`src/rtl/keypad_scanner_pkg.sv`:
```
`default_nettype none
// ============================================================================
// Module   : keypad_pkg
// Brief    : Shared sizes, sweep-result and debounce-state types for the keypad scanner.
// Revision : 1.0
// ============================================================================
package keypad_pkg;

  localparam int N_ROWS = 4;
  localparam int N_COLS = 4;
  localparam int KEY_W  = 4;

  typedef enum logic [1:0] {
    RES_NONE   = 2'd0,
    RES_SINGLE = 2'd1,
    RES_MULTI  = 2'd2
  } sweep_res_t;

  typedef enum logic [1:0] {
    ST_IDLE      = 2'd0,
    ST_PRESSING  = 2'd1,
    ST_HELD      = 2'd2,
    ST_RELEASING = 2'd3
  } db_state_t;

  function automatic logic [2:0] low_count(input logic [N_ROWS-1:0] lows);
    logic [2:0] n;
    n = 3'd0;
    for (int i = 0; i < N_ROWS; i++) begin
      n = n + {2'b00, lows[i]};
    end
    return n;
  endfunction

  function automatic logic [1:0] low_index(input logic [N_ROWS-1:0] lows);
    logic [1:0] idx;
    idx = 2'd0;
    for (int i = 0; i < N_ROWS; i++) begin
      if (lows[i]) begin
        idx = 2'(i);
      end
    end
    return idx;
  endfunction

endpackage
`default_nettype wire

```
`src/rtl/keypad_scanner_if.sv`:
```
`default_nettype none
// ============================================================================
// Module   : keypad_scanner_if
// Brief    : Key-event handshake between the scanner (master) and its consumer (slave).
// Revision : 1.0
// ============================================================================
interface keypad_scanner_if;
  import keypad_pkg::*;

  logic [KEY_W-1:0] key_code;
  logic             key_valid;
  logic             key_ack;
  logic             overrun;

  modport master (output key_code, output key_valid, output overrun, input key_ack);
  modport slave  (input key_code, input key_valid, input overrun, output key_ack);

endinterface
`default_nettype wire

```
`src/rtl/keypad_scanner_col_driver.sv`:
```
`default_nettype none
// ============================================================================
// Module   : keypad_col_driver
// Brief    : Column strobing, row synchronizer and per-sweep NONE/SINGLE/MULTI result.
// Revision : 1.0
// ============================================================================
module keypad_col_driver
  import keypad_pkg::*;
#(
  parameter int SCAN_TICKS = 50000
) (
  input  logic              clk,
  input  logic              rst_n,
  input  logic [N_ROWS-1:0] row_i,
  output logic [N_COLS-1:0] col_o,
  output logic              sweep_done_o,
  output sweep_res_t        result_o,
  output logic [KEY_W-1:0]  code_o
);

  localparam int            DW         = (SCAN_TICKS > 1) ? $clog2(SCAN_TICKS) : 1;
  localparam logic [DW-1:0] DWELL_LAST = DW'(SCAN_TICKS - 1);

  logic [N_ROWS-1:0] row_meta_q, row_sync_q;
  logic [DW-1:0]     dwell_q;
  logic [N_COLS-1:0] col_q;
  logic [1:0]        col_idx_q;
  logic [1:0]        hits_q, hits_d;   // 2 stands for "more than one"
  logic [KEY_W-1:0]  code_acc_q, code_acc_d;
  logic              sweep_done_q;
  sweep_res_t        result_q, result_d;
  logic [KEY_W-1:0]  code_q;

  logic              terminal;
  logic [N_ROWS-1:0] lows;
  logic [2:0]        col_hits;

  always_comb begin
    terminal   = (dwell_q == DWELL_LAST);
    lows       = ~row_sync_q;
    col_hits   = low_count(lows);
    hits_d     = hits_q;
    code_acc_d = code_acc_q;
    if ((col_hits > 3'd1) || ((col_hits == 3'd1) && (hits_q != 2'd0))) begin
      hits_d = 2'd2;
    end else if (col_hits == 3'd1) begin
      hits_d     = 2'd1;
      code_acc_d = {low_index(lows), col_idx_q};
    end
    case (hits_d)
      2'd0:    result_d = RES_NONE;
      2'd1:    result_d = RES_SINGLE;
      default: result_d = RES_MULTI;
    endcase
  end

  always_ff @(posedge clk or negedge rst_n) begin
    if (!rst_n) begin
      // Synchronizer clears to the pulled-up (no key) level
      row_meta_q   <= '1;
      row_sync_q   <= '1;
      dwell_q      <= '0;
      col_q        <= 4'b1110;
      col_idx_q    <= 2'd0;
      hits_q       <= 2'd0;
      code_acc_q   <= '0;
      sweep_done_q <= 1'b0;
      result_q     <= RES_NONE;
      code_q       <= '0;
    end else begin
      row_meta_q   <= row_i;
      row_sync_q   <= row_meta_q;
      sweep_done_q <= 1'b0;
      if (terminal) begin
        dwell_q   <= '0;
        col_q     <= {col_q[N_COLS-2:0], col_q[N_COLS-1]};
        col_idx_q <= col_idx_q + 2'd1;
        if (col_idx_q == 2'(N_COLS - 1)) begin
          sweep_done_q <= 1'b1;
          result_q     <= result_d;
          code_q       <= code_acc_d;
          hits_q       <= 2'd0;
          code_acc_q   <= '0;
        end else begin
          hits_q     <= hits_d;
          code_acc_q <= code_acc_d;
        end
      end else begin
        dwell_q <= dwell_q + 1'b1;
      end
    end
  end

  assign col_o        = col_q;
  assign sweep_done_o = sweep_done_q;
  assign result_o     = result_q;
  assign code_o       = code_q;

endmodule
`default_nettype wire

```
`src/rtl/keypad_scanner.sv`:
```
`default_nettype none
// ============================================================================
// Module   : keypad_scanner
// Brief    : 4x4 keypad front end: sweep-level debounce and one key event per press.
// Revision : 1.0
// ============================================================================
module keypad_scanner
  import keypad_pkg::*;
#(
  parameter int SCAN_TICKS   = 50000,
  parameter int STABLE_SCANS = 4
) (
  input  logic              clk,
  input  logic              rst_n,
  input  logic [N_ROWS-1:0] row_i,
  output logic [N_COLS-1:0] col_o,
  keypad_scanner_if.master  key_if
);

  localparam int            CW       = $clog2(STABLE_SCANS + 1);
  localparam logic [CW-1:0] CNT_DONE = CW'(STABLE_SCANS);

  logic             sweep_done;
  sweep_res_t       result;
  logic [KEY_W-1:0] code;

  db_state_t        state_q;
  logic [CW-1:0]    cnt_q, cnt_inc;
  logic [KEY_W-1:0] cand_q, key_code_q;
  logic             key_valid_q, overrun_q;
  logic             same_single, accept;

  keypad_col_driver #(
    .SCAN_TICKS(SCAN_TICKS)
  ) u_col_driver (
    .clk         (clk),
    .rst_n       (rst_n),
    .row_i       (row_i),
    .col_o       (col_o),
    .sweep_done_o(sweep_done),
    .result_o    (result),
    .code_o      (code)
  );

  always_comb begin
    same_single = (result == RES_SINGLE) && (code == cand_q);
    cnt_inc     = cnt_q + 1'b1;
    accept      = sweep_done && (state_q == ST_PRESSING) && same_single && (cnt_inc == CNT_DONE);
  end

  always_ff @(posedge clk or negedge rst_n) begin
    if (!rst_n) begin
      state_q     <= ST_IDLE;
      cnt_q       <= '0;
      cand_q      <= '0;
      key_code_q  <= '0;
      key_valid_q <= 1'b0;
      overrun_q   <= 1'b0;
    end else begin
      overrun_q <= 1'b0;
      if (key_valid_q && key_if.key_ack) begin
        key_valid_q <= 1'b0;
      end
      // An ack on the accept edge frees the slot for the new code
      if (accept) begin
        if (!key_valid_q || key_if.key_ack) begin
          key_code_q  <= cand_q;
          key_valid_q <= 1'b1;
        end else begin
          overrun_q <= 1'b1;
        end
      end
      if (sweep_done) begin
        case (state_q)
          ST_IDLE: begin
            if (result == RES_SINGLE) begin
              cand_q  <= code;
              cnt_q   <= CW'(1);
              state_q <= ST_PRESSING;
            end
          end
          ST_PRESSING: begin
            if (same_single) begin
              cnt_q <= cnt_inc;
              if (cnt_inc == CNT_DONE) begin
                state_q <= ST_HELD;
              end
            end else begin
              cnt_q   <= '0;
              state_q <= ST_IDLE;
            end
          end
          ST_HELD: begin
            if (result == RES_NONE) begin
              cnt_q   <= CW'(1);
              state_q <= ST_RELEASING;
            end
          end
          ST_RELEASING: begin
            if (result == RES_NONE) begin
              if (cnt_inc == CNT_DONE) begin
                cnt_q   <= '0;
                state_q <= ST_IDLE;
              end else begin
                cnt_q <= cnt_inc;
              end
            end else begin
              state_q <= ST_HELD;
            end
          end
          default: state_q <= ST_IDLE;
        endcase
      end
    end
  end

  assign key_if.key_code  = key_code_q;
  assign key_if.key_valid = key_valid_q;
  assign key_if.overrun   = overrun_q;

endmodule
`default_nettype wire

```
`src/flat_wrapper.sv`:
```
// flat-port wrapper written by rule: the top's interface ports become plain ports
module keypad_scanner_flat import keypad_pkg::*;
#(
  parameter int SCAN_TICKS   = 50000,
  parameter int STABLE_SCANS = 4
)
  (clk, rst_n, row_i, col_o, key_if_key_code, key_if_key_valid, key_if_overrun, key_if_key_ack);
  keypad_scanner_if key_if_i ();
  input  logic clk;
  input  logic rst_n;
  input  logic [N_ROWS-1:0] row_i;
  output logic [N_COLS-1:0] col_o;
  output wire logic [$bits(key_if_i.key_code)-1:0] key_if_key_code;
  output wire logic [$bits(key_if_i.key_valid)-1:0] key_if_key_valid;
  output wire logic [$bits(key_if_i.overrun)-1:0] key_if_overrun;
  input wire logic [$bits(key_if_i.key_ack)-1:0] key_if_key_ack;
  assign key_if_key_code = key_if_i.key_code;
  assign key_if_key_valid = key_if_i.key_valid;
  assign key_if_overrun = key_if_i.overrun;
  assign key_if_i.key_ack = key_if_key_ack;
  keypad_scanner #(.SCAN_TICKS(SCAN_TICKS), .STABLE_SCANS(STABLE_SCANS)) u_core (.clk(clk), .rst_n(rst_n), .row_i(row_i), .col_o(col_o), .key_if(key_if_i));
endmodule
```
`config.mk`:
```
export PLATFORM = sky130hd
export DESIGN_NAME = keypad_scanner_flat
export DESIGN_NICKNAME = d
export VERILOG_FILES = /design/src/rtl/keypad_scanner_pkg.sv /design/src/rtl/keypad_scanner_if.sv /design/src/rtl/keypad_scanner_col_driver.sv /design/src/rtl/keypad_scanner.sv /design/src/flat_wrapper.sv
export SDC_FILE = /design/constraint.sdc
export NUM_CORES = 1
export LEC_CHECK = 0
export ABC_AREA = 0
export CAP_MARGIN = 10
export CELL_PAD_IN_SITES_DETAIL_PLACEMENT = 0
export CELL_PAD_IN_SITES_GLOBAL_PLACEMENT = 1
export CORE_MARGIN = 3
export CORE_UTILIZATION = 48
export DETAILED_ROUTE_END_ITERATION = 12
export PLACE_DENSITY = 0.87
export SLEW_MARGIN = 25
export SYNTH_ARGS = -nofsm -noshare
export SYNTH_HDL_FRONTEND = slang
export SYNTH_SLANG_ARGS = --single-unit
```
`constraint.sdc`:
```
create_clock -name clk -period 3.8 [get_ports clk]
set_input_delay 0.38 -clock clk [delete_from_list [all_inputs] [get_ports clk]]
set_output_delay 0.38 -clock clk [all_outputs]
set_load 0.03 [all_outputs]
```
* Yosys cells after proc, flatten, opt, wreduce, memory -nomap -nowiden
Index checks and enable logic that the tools add are counted.
Word-level totals: logic and storage cells 88, RAM bits 0, flip-flop bits (word level) 58, memories 0, latch bits 0, output and inout bits 10, ROM bits 0
Operators by class: shifts and indexed selects 0, bitwise operators 1, magnitude comparators 1, $add $sub $neg 6, divide/modulo/power cells 0, reduce and logical (&&, ||, !) cells 18, multiply operators 0, equal/unequal tests 15, mux-type cells 31
Operators with widths (count):
- two-way mux 2 bit | 11
- adder 16 x 1 -> 16 bit, second input constant | 1
- == test 16 bit, second input constant | 1
- two-way mux 16 bit | 1
- two-way mux 3 bit | 5
- two-way mux 4 bit | 3
- one-hot mux 3 bit (4 select lines) | 1
- two-way mux 1 bit | 8
- one-hot mux 2 bit (4 select lines) | 1
- == test 2 x 1 -> 1 bit, second input constant | 3
- == test 2 bit, second input constant | 3
- logical AND 1 bit | 6
- logical NOT 2 bit | 3
- inequality test 2 x 1 -> 1 bit, second input constant | 3
- AND reduction 5 bit | 1
- == test 4 bit | 1
- NOT 4 bit | 1
- one-hot mux 2 bit (2 select lines) | 1
- AND reduction 2 bit | 2
- AND reduction 4 bit | 1
- adder 2 x 1 -> 3 bit | 1
- adder 3 x 1 -> 3 bit | 1
- adder 3 x 1 -> 3 bit, second input constant | 1
- == test 3 x 1 -> 1 bit, second input constant | 1
- other kinds (10) | 11

* Logic depth before layout (Yosys ltp)
Gate-level depths: netlist of the first run.
depth in word-level cells 10, depth in mapped cells 9, depth with buffers taken out 9

* Modules after synthesis
Synthesis of the first run repeated with hierarchy kept, for this count alone.
Unflattened totals: cells, all modules 247, area, all modules 2732.6 um^2
By module, submodules not included:
- keypad_col_driver | instances 1, cells each 173, area each 1894.3 um^2
- keypad_scanner | instances 1, cells each 74, area each 838.3 um^2

* Worst setup path before layout of the first run
Ideal clock, no wire load.
path kind reg-to-reg, start point reg u_core.u_col_driver.row_sync_q[1], end point reg u_core.u_col_driver.code_q[2], in the netlist u_core.u_col_driver.code_o[2], stages on the path, launching flop included 10, required time 3675 ps, path buffers 0, path slack 1110 ps, arrival 2564 ps, cells stage by stage dfstp_2 > fa_1 > inv_1 > ha_1 > inv_1 > ha_1 > nand2b_1 > nor4_4 > mux2_2 > mux2_4
On the way: longest elaborated chain between the ends 8, elaborated cells on any way between the ends 13, classes of those cells 3 x add/sub; 1 x order compare; 1 x eq/ne; 5 x mux; 1 x bitwise; 2 x reduce/logical
Ends and longest elaborated chain:
- start, declared | RTL line keypad_scanner_col_driver.sv:24 | logic [N_ROWS-1:0] row_meta_q, row_sync_q;
- start signal, assigned | RTL line keypad_scanner_col_driver.sv:72 | row_sync_q <= row_meta_q;
- NOT 4 bit (*) | RTL line keypad_scanner_col_driver.sv:40 | lows = ~row_sync_q;
- parallel branches: the longest is 6 deep, another holds adder 2 x 1 -> 3 bit
- two-way mux 4 bit (*) | RTL line keypad_scanner_col_driver.sv:44 | if ((col_hits > 3'd1) || ((col_hits == 3'd1) && (hits_q != 2'd0))) begin
- end signal, assigned | RTL line keypad_scanner_col_driver.sv:81 | code_q <= code_acc_d;
- end, declared | RTL line keypad_scanner_col_driver.sv:32 | logic [KEY_W-1:0] code_q;
Every way passes the cells marked *. A chain may end at the register's enable or synchronous reset.

* Worst setup path in the final report of the first run
start point reg u_core.u_col_driver.row_sync_q[3], end point reg u_core.u_col_driver.code_q[2], in the netlist u_core.u_col_driver.code_o[2]
On the way: longest elaborated chain between the ends 6, elaborated cells on any way between the ends 9, classes of those cells 1 x add/sub; 1 x order compare; 1 x eq/ne; 3 x mux; 1 x bitwise; 2 x reduce/logical
Ends and longest elaborated chain (RTL line):
- NOT 4 bit (*) | keypad_scanner_col_driver.sv:40
- parallel branches: the longest is 4 deep, another holds adder 3 x 1 -> 3 bit
- two-way mux 4 bit (*) | keypad_scanner_col_driver.sv:44
Marks and branches as above.

==> results of run 1 <==
-- final cells by class --
type / instances / area [um2] / share of cell area [%]
Timing Repair Buffer: 17 / 163 / 5.05
Sequential cell: 58 / 1470 / 45.5
Clock inverter: 4 / 45.0 / 1.40
Multi-Input combinational cell: 165 / 1290 / 40.1
Clock buffer: 12 / 135 / 4.20
Tap cell: 72 / 90.1 / 2.80
Inverter: 8 / 30.0 / 0.933
-- power groups by stage --
stage	sequential [mW]	combinational (mW)	clock [mW]
2_1_floorplan	0.638	0.0274	0
3_3_place_gp	0.638	0.0510	0
3_5_place_dp	0.639	0.0527	0
4_1_cts	0.628	0.0540	0.552
5_1_grt	0.628	0.0609	0.580
6_report	0.628	0.0524	0.528
-- registers in the layout (all words and copies together), names as in the netlist --
name / flops
u_core.cand_q: 4
u_core.cnt_q: 3
u_core.key_if.key_code: 4
u_core.key_if.key_valid: 1
u_core.key_if.overrun: 1
u_core.state_q: 2
u_core.u_col_driver.code_acc_q: 4
u_core.u_col_driver.code_o: 4
u_core.u_col_driver.col_idx_q: 2
u_core.u_col_driver.col_o: 4
u_core.u_col_driver.dwell_q: 16
u_core.u_col_driver.hits_q: 2
u_core.u_col_driver.result_o: 2
u_core.u_col_driver.row_meta_q: 4
u_core.u_col_driver.row_sync_q: 4
u_core.u_col_driver.sweep_done_o: 1
-- stage by stage --
step	total power [mW]	util, %	instances	hold WS, ps	setup WS (ps)
after CTS	1.23	57.4	336	16.5	894
after global routing	1.27	57.4	336	36.9	769
after floorplan	0.666	-	237	84.4	1110
after detailed placement	0.691	54.2	320	347	936
after global placement	0.689	54.2	320	346	978
final	1.21	57.4	336	12.8	914
-- worst register-to-register path, cell delays in order, from the launching register on --
cell	delay, ps
sky130_fd_sc_hd__dfstp_2	550
sky130_fd_sc_hd__fa_1	430
sky130_fd_sc_hd__inv_1	70
sky130_fd_sc_hd__ha_1	150
sky130_fd_sc_hd__inv_1	50
sky130_fd_sc_hd__ha_1	250
sky130_fd_sc_hd__nand2b_1	170
sky130_fd_sc_hd__nor4_4	420
sky130_fd_sc_hd__mux2_2	420
sky130_fd_sc_hd__mux2_4	260
-- final timing paths --
path | end | cells after the start
max in group asynchronous | u_core.u_col_driver.col_o[3] | 2
worst min register to register | u_core.u_col_driver.row_sync_q[2] | 0
worst max register to register | u_core.u_col_driver.code_o[2] | 9
min in group clk | u_core.u_col_driver.row_sync_q[2] | 0
worst max-delay path | u_core.u_col_driver.code_o[2] | 9
worst min-delay path | u_core.state_q[1] | 1
-- cells in the final DEF, fill, tap and decap left out, types with 3 or more instances in the layout --
cell / n
sky130_fd_sc_hd__dfrtp_1: 47
sky130_fd_sc_hd__nand2_1: 30
sky130_fd_sc_hd__nor2_1: 15
sky130_fd_sc_hd__clkdlybuf4s50_1: 15
sky130_fd_sc_hd__xor2_1: 12
sky130_fd_sc_hd__dfstp_2: 11
sky130_fd_sc_hd__nand3_1: 10
sky130_fd_sc_hd__clkbuf_8: 9
sky130_fd_sc_hd__inv_1: 8
sky130_fd_sc_hd__mux2_4: 7
sky130_fd_sc_hd__ha_1: 7
sky130_fd_sc_hd__nand4_1: 6
sky130_fd_sc_hd__xnor2_1: 6
sky130_fd_sc_hd__o21ai_0: 6
sky130_fd_sc_hd__mux2_2: 6
sky130_fd_sc_hd__nand2b_1: 5
sky130_fd_sc_hd__a21oi_1: 5
sky130_fd_sc_hd__nor3b_1: 4
sky130_fd_sc_hd__nor3_1: 3
sky130_fd_sc_hd__clkbuf_1: 3
sky130_fd_sc_hd__clkinv_2: 3
-- metal layers --
layer / up-vias / track usage [%] / wire (um) / part of all wire (%)
met2: 27 / 22.9 / 2180 / 45
met3: 9 / 4.66 / 171 / 3.5
met1: 897 / 21.6 / 2380 / 49
li1: 891 / - / - / -
met4: 0 / 8.17 / 90 / 1.9
met5: - / 0 / 0 / 0
-- logic make-up after synthesis --
family / Yosys count / synth area share, %
DFF: 58 / 51.7
buffers and inverters: 14 / 2.78
and+or+nand+nor: 95 / 21.1
xor gates and xnor gates: 19 / 6.13
AOI/OAI and AO/OA: 28 / 7.72
muxes: 15 / 6.80
adders and majority gates: 8 / 3.80
==> results.sh, run 1 <==
export IMPL_relSlewSlack_pct=58.3
export IMPL_arrival_ps=3100
export IMPL_yosys_top_cells_count="sky130_fd_sc_hd__dfrtp_1, sky130_fd_sc_hd__nand2_1, sky130_fd_sc_hd__nor2_1"
export IMPL_worstPathBufferInverterCount=2
export IMPL_power_switching_uw=262
export IMPL_placement_rows=27
export IMPL_avgRoutedWirePerCell_um=14.3
export IMPL_hold_viol=0
export IMPL_worst_skew_pair_late_latency_ps=330
export IMPL_cts_num_sinks=58
export IMPL_postRouteWirelength_um=4820
export IMPL_cell_internal_pwr_uw=946
export IMPL_fin_area_um2=3220
export IMPL_core_area_um2=5610
export IMPL_seq_area_frac_synth_pct=51.7
export IMPL_final_min_clock_period_ps=2890
export IMPL_ys_async_sr_fraction_pct=100
export IMPL_synth_cell_type_count=53
export IMPL_synth_top_area_cell="sky130_fd_sc_hd__dfrtp_1"
export IMPL_setup_worst_path_end_class="register"
export IMPL_fillers=487
export IMPL_synth_nets=252
export IMPL_h_tree_lvl_count=3
export IMPL_final_antenna_net_count=0
export IMPL_irDropWorstVdd_uv=219
export IMPL_post_route_cells_drive_above_1_share_pct=22.7
export IMPL_sw_frac_of_total_pct=21.7
export IMPL_track_usage_pct=15.8
export IMPL_critical_path_slowest_cell="sky130_fd_sc_hd__dfstp_2"
export IMPL_critical_path_top_delay_family="adder cells"
export IMPL_cts_post_setup_buffers_inserted=0
export IMPL_max_clock_freq_ghz=0.347
export IMPL_post_cts_resized_instances=0
export IMPL_skew_ps=10.3
export IMPL_grt_max_degree=37
export IMPL_final_period_utilization_pct=75.9
export IMPL_num_io_pins=17
export IMPL_via_to_cell_ratio=5.43
export IMPL_nets=274
export IMPL_dominantRegCellSynth="sky130_fd_sc_hd__dfrtp_1"
export IMPL_placed_area_um2=3040
export IMPL_result_of_the_run="complete, no violations"
export IMPL_num_vias=1824
export IMPL_yosys_cell_count_top_type="sky130_fd_sc_hd__dfrtp_1"
export IMPL_number_of_diodes=0
export IMPL_deepest_clock_path_buffer_count=2
export IMPL_power_share_clock_pct=43.7
export IMPL_cts_root_buf="sky130_fd_sc_hd__clkbuf_8"
export IMPL_portBuffers=16
export IMPL_synth_cell_area_um2=2840
export IMPL_wire_length_of_the_first_global_routing_pass_um=8690
export IMPL_cts_hold_buf=0
export IMPL_netlist_instances=237
export IMPL_slew_violations=0
export IMPL_grt_remaining_overflow=0
export IMPL_regToRegSetupSlack_ps=910
export IMPL_yosys_warnings=0
export IMPL_holdCritPathClass="primary input to async pin"
export IMPL_share_seq_of_total_power_pct=52.0
export IMPL_tritoncts_clock_tree="done"
export IMPL_cells_along_the_critical_path="fa_1 > inv_1 > ha_1 > inv_1 > ha_1 > nand2b_1 > nor4_4 > mux2_2 > mux2_4"
export IMPL_power_density_nw_per_um2=375
export IMPL_initial_antenna_violation_count=0
export IMPL_setup_viol_count_final=0
export IMPL_path_max_fanout=10
export IMPL_estimated_wirelength_of_the_detail_placed_design_um=3270
export IMPL_fp_dieArea_um2=6860
export IMPL_worst_endpoint_required_ps=4010
export IMPL_avgSynthCellArea_um2=12.0
export IMPL_share_comb_of_total_power_pct=4.3
export IMPL_crit_start="u_core.u_col_driver.row_sync_q[3]"
export IMPL_post_synth_edffs=0
export IMPL_dieHeight_um=82.9
export IMPL_first_global_vias=1831
export IMPL_totalNegativeSetupSlack_ps=0
export IMPL_areaGrowthSynthToFinish_pct=13.5
export IMPL_rsz0062_at_grt="no"
export IMPL_gpl_final_weighted_congestion=0.775
export IMPL_max_cap_viol_count=0
export IMPL_cts_buffers=9
export IMPL_post_synth_top_area_fraction_pct=41.5
export IMPL_remaining_drc_errors=0
export IMPL_clk_pin_slew_worst_setup_hold_paths_ps=70
export IMPL_chip_width_um=82.9
export IMPL_worst_path_largest_cell_delay_ps=550
export IMPL_r2r_start="u_core.u_col_driver.row_sync_q[3]"
export IMPL_starting_utilization_of_the_core_area_pct=50.6
export IMPL_ys_seq_elements=58
export IMPL_worst_pin_slew_ps=626
export IMPL_detailedRoute_firstIterationViolations=80
export IMPL_drt_pre_antenna_iters=4
export IMPL_worstSetupPathType="register to register"
export IMPL_leakage_nw=1.48
export IMPL_netlist_top_cells_area="sky130_fd_sc_hd__dfrtp_1, sky130_fd_sc_hd__dfstp_2, sky130_fd_sc_hd__nand2_1"
export IMPL_worst_setup_path_start_kind="register"
Power figures use the tool's default switching activity.
==> run 2, diff against run 1 <==
==> constraint.sdc (replaced) <==
create_clock -name clk -period 2.85 [get_ports clk]
set_input_delay 0.285 -clock clk [delete_from_list [all_inputs] [get_ports clk]]
set_output_delay 0.285 -clock clk [all_outputs]
set_load 0.03 [all_outputs]
==> results.sh, run 2 (synthesis results as in run 1) <==
export IMPL_result_of_the_run="complete, no violations"
export IMPL_dieHeight_um=82.9
export IMPL_cts_buffers=9
export IMPL_fillers=488
export IMPL_critical_path_top_delay_family="adder cells"
export IMPL_met1_usage_pct=21.4
export IMPL_path_max_fanout=3
export IMPL_worst_pin_slew_ps=630
export IMPL_regToRegSetupSlack_ps=190
export IMPL_estimated_wirelength_of_the_detail_placed_design_um=3310
export IMPL_initial_antenna_violation_count=0
export IMPL_grt_max_degree=50
export IMPL_postRouteWirelength_um=4830
export IMPL_holdPathEnd="u_core.u_col_driver.row_sync_q[3]"
export IMPL_rsz0062_at_grt="no"
export IMPL_power_density_nw_per_um2=478
export IMPL_grt_remaining_overflow=0
export IMPL_global_route_peak_usage_layer="met2"
export IMPL_slew_violations=0
export IMPL_worst_endpoint_required_ps=3060
export IMPL_cts_post_setup_buffers_inserted=0
export IMPL_leakage_nw=1.49
export IMPL_h_tree_lvl_count=3
export IMPL_worst_path_largest_cell_delay_ps=550
export IMPL_areaGrowthSynthToFinish_pct=13.9
export IMPL_deepest_clock_path_buffer_count=2
export IMPL_avgRoutedWirePerCell_um=14.2
export IMPL_core_area_um2=5610
export IMPL_max_clock_freq_ghz=0.375
export IMPL_skew_ps=4.00
export IMPL_worst_setup_path_start_kind="register"
export IMPL_final_min_clock_period_ps=2660
export IMPL_clk_pin_slew_worst_setup_hold_paths_ps=60
export IMPL_fin_area_um2=3230
export IMPL_placed_area_um2=3060
export IMPL_post_route_cells_drive_above_1_share_pct=23.2
export IMPL_num_vias=1805
export IMPL_fp_dieArea_um2=6860
export IMPL_first_global_vias=1806
export IMPL_remaining_drc_errors=0
export IMPL_largest_register="u_core.u_col_driver.dwell_q"
export IMPL_cells_along_the_critical_path="fa_1 > inv_1 > ha_1 > inv_1 > ha_1 > nand2b_1 > nor4_4 > mux2_2 > mux2_4"
export IMPL_mostFrequentLayoutCell="sky130_fd_sc_hd__dfrtp_1"
export IMPL_final_antenna_net_count=0
export IMPL_tritoncts_clock_tree="done"
export IMPL_via_to_cell_ratio=5.32
export IMPL_regToRegEndpoint="u_core.u_col_driver.code_o[2]"
export IMPL_relSlewSlack_pct=58.0
export IMPL_cts_root_buf="sky130_fd_sc_hd__clkbuf_8"
export IMPL_max_cap_viol_count=0
export IMPL_hold_start="u_core.u_col_driver.row_meta_q[3]"
export IMPL_setup_viol_count_final=0
export IMPL_worst_skew_pair_late_latency_ps=330
export IMPL_final_period_utilization_pct=93.5
export IMPL_gpl_final_weighted_congestion=0.768
export IMPL_worstPathBufferInverterCount=2
export IMPL_irDropWorstVdd_uv=301
export IMPL_cts_num_sinks=58
export IMPL_wire_length_of_the_first_global_routing_pass_um=8680
export IMPL_r2r_start="u_core.u_col_driver.row_sync_q[3]"
export IMPL_hold_viol=0
export IMPL_num_io_pins=17
export IMPL_whs_path_depth=0
export IMPL_gr_met2_demand_resource_pct=22.7
export IMPL_drt_pre_antenna_iters=4
export IMPL_holdCritPathClass="register to register"
export IMPL_track_usage_pct=15.7
export IMPL_portBuffers=16
export IMPL_largest_register_ffs=16
export IMPL_nets=277
export IMPL_placement_rows=27
export IMPL_totalNegativeSetupSlack_ps=0
export IMPL_detailedRoute_firstIterationViolations=110
export IMPL_number_of_diodes=0
export IMPL_use_met3_pct=6.75
export IMPL_r2r_worst_path_cells=9
export IMPL_worstSetupPathType="register to register"
export IMPL_layout_common_cells="sky130_fd_sc_hd__dfrtp_1, sky130_fd_sc_hd__nand2_1, sky130_fd_sc_hd__nor2_1, sky130_fd_sc_hd__clkdlybuf4s50_1, sky130_fd_sc_hd__xor2_1"
export IMPL_setup_worst_path_end_class="register"
export IMPL_chip_width_um=82.9
export IMPL_arrival_ps=2880
export IMPL_starting_utilization_of_the_core_area_pct=50.6
export IMPL_critical_path_slowest_cell="sky130_fd_sc_hd__dfstp_2"
[run 2: per-layer routing]
layer,wire (um),share of wire [%]
met1,2400,50
met2,2160,45
met3,206,4.3
met4,62,1.3
met5,0,0
[run 2: final cells by class]
type | count | area [um2] | area share, %
Multi-Input combinational cell | 165 | 1290 | 40.0
Clock inverter | 3 | 15.0 | 0.465
Timing Repair Buffer | 20 | 190 | 5.89
Inverter | 8 | 30.0 | 0.930
Tap cell | 72 | 90.1 | 2.79
Sequential cell | 58 | 1470 | 45.4
Clock buffer | 13 | 149 | 4.61
[run 2: worst max-delay path by stage]
stage	start	end	cells past startpoint
2_1_floorplan	u_core.u_col_driver.row_sync_q[1]	u_core.u_col_driver.code_o[2]	9
3_3_place_gp	u_core.u_col_driver.row_sync_q[1]	u_core.u_col_driver.code_o[2]	9
3_5_place_dp	u_core.u_col_driver.row_sync_q[1]	u_core.u_col_driver.code_o[2]	9
4_1_cts	u_core.u_col_driver.row_sync_q[1]	u_core.u_col_driver.code_o[2]	9
5_1_grt	u_core.u_col_driver.row_sync_q[1]	u_core.u_col_driver.code_o[3]	9
6_report	u_core.u_col_driver.row_sync_q[3]	u_core.u_col_driver.code_o[2]	9
[run 2: what timing repair did]
item	4_1_cts	5_1_grt
endpoints found under the hold margin	36	0
hold buffers	1	0
resized for setup	0	0
[run 2: stage by stage]
step	power [mW]	hold slack [ps]	std cells	util, %	setup WS (ps)
after floorplan	0.887	-10.6	237	-	160
after global placement	0.923	346	322	54.5	281
after detailed placement	0.926	341	322	54.5	194
after CTS	1.57	343	339	57.6	165
after global routing	1.63	334	339	57.6	76.4
final	1.54	358	339	57.6	187
[run 2: power by group]
part	total [mW]	switching [mW]	leakage, nW	internal [mW]
clock network	0.633	0.298	0.0872	0.335
registers	0.837	0.00317	0.758	0.834
logic	0.0739	0.0415	0.648	0.0323
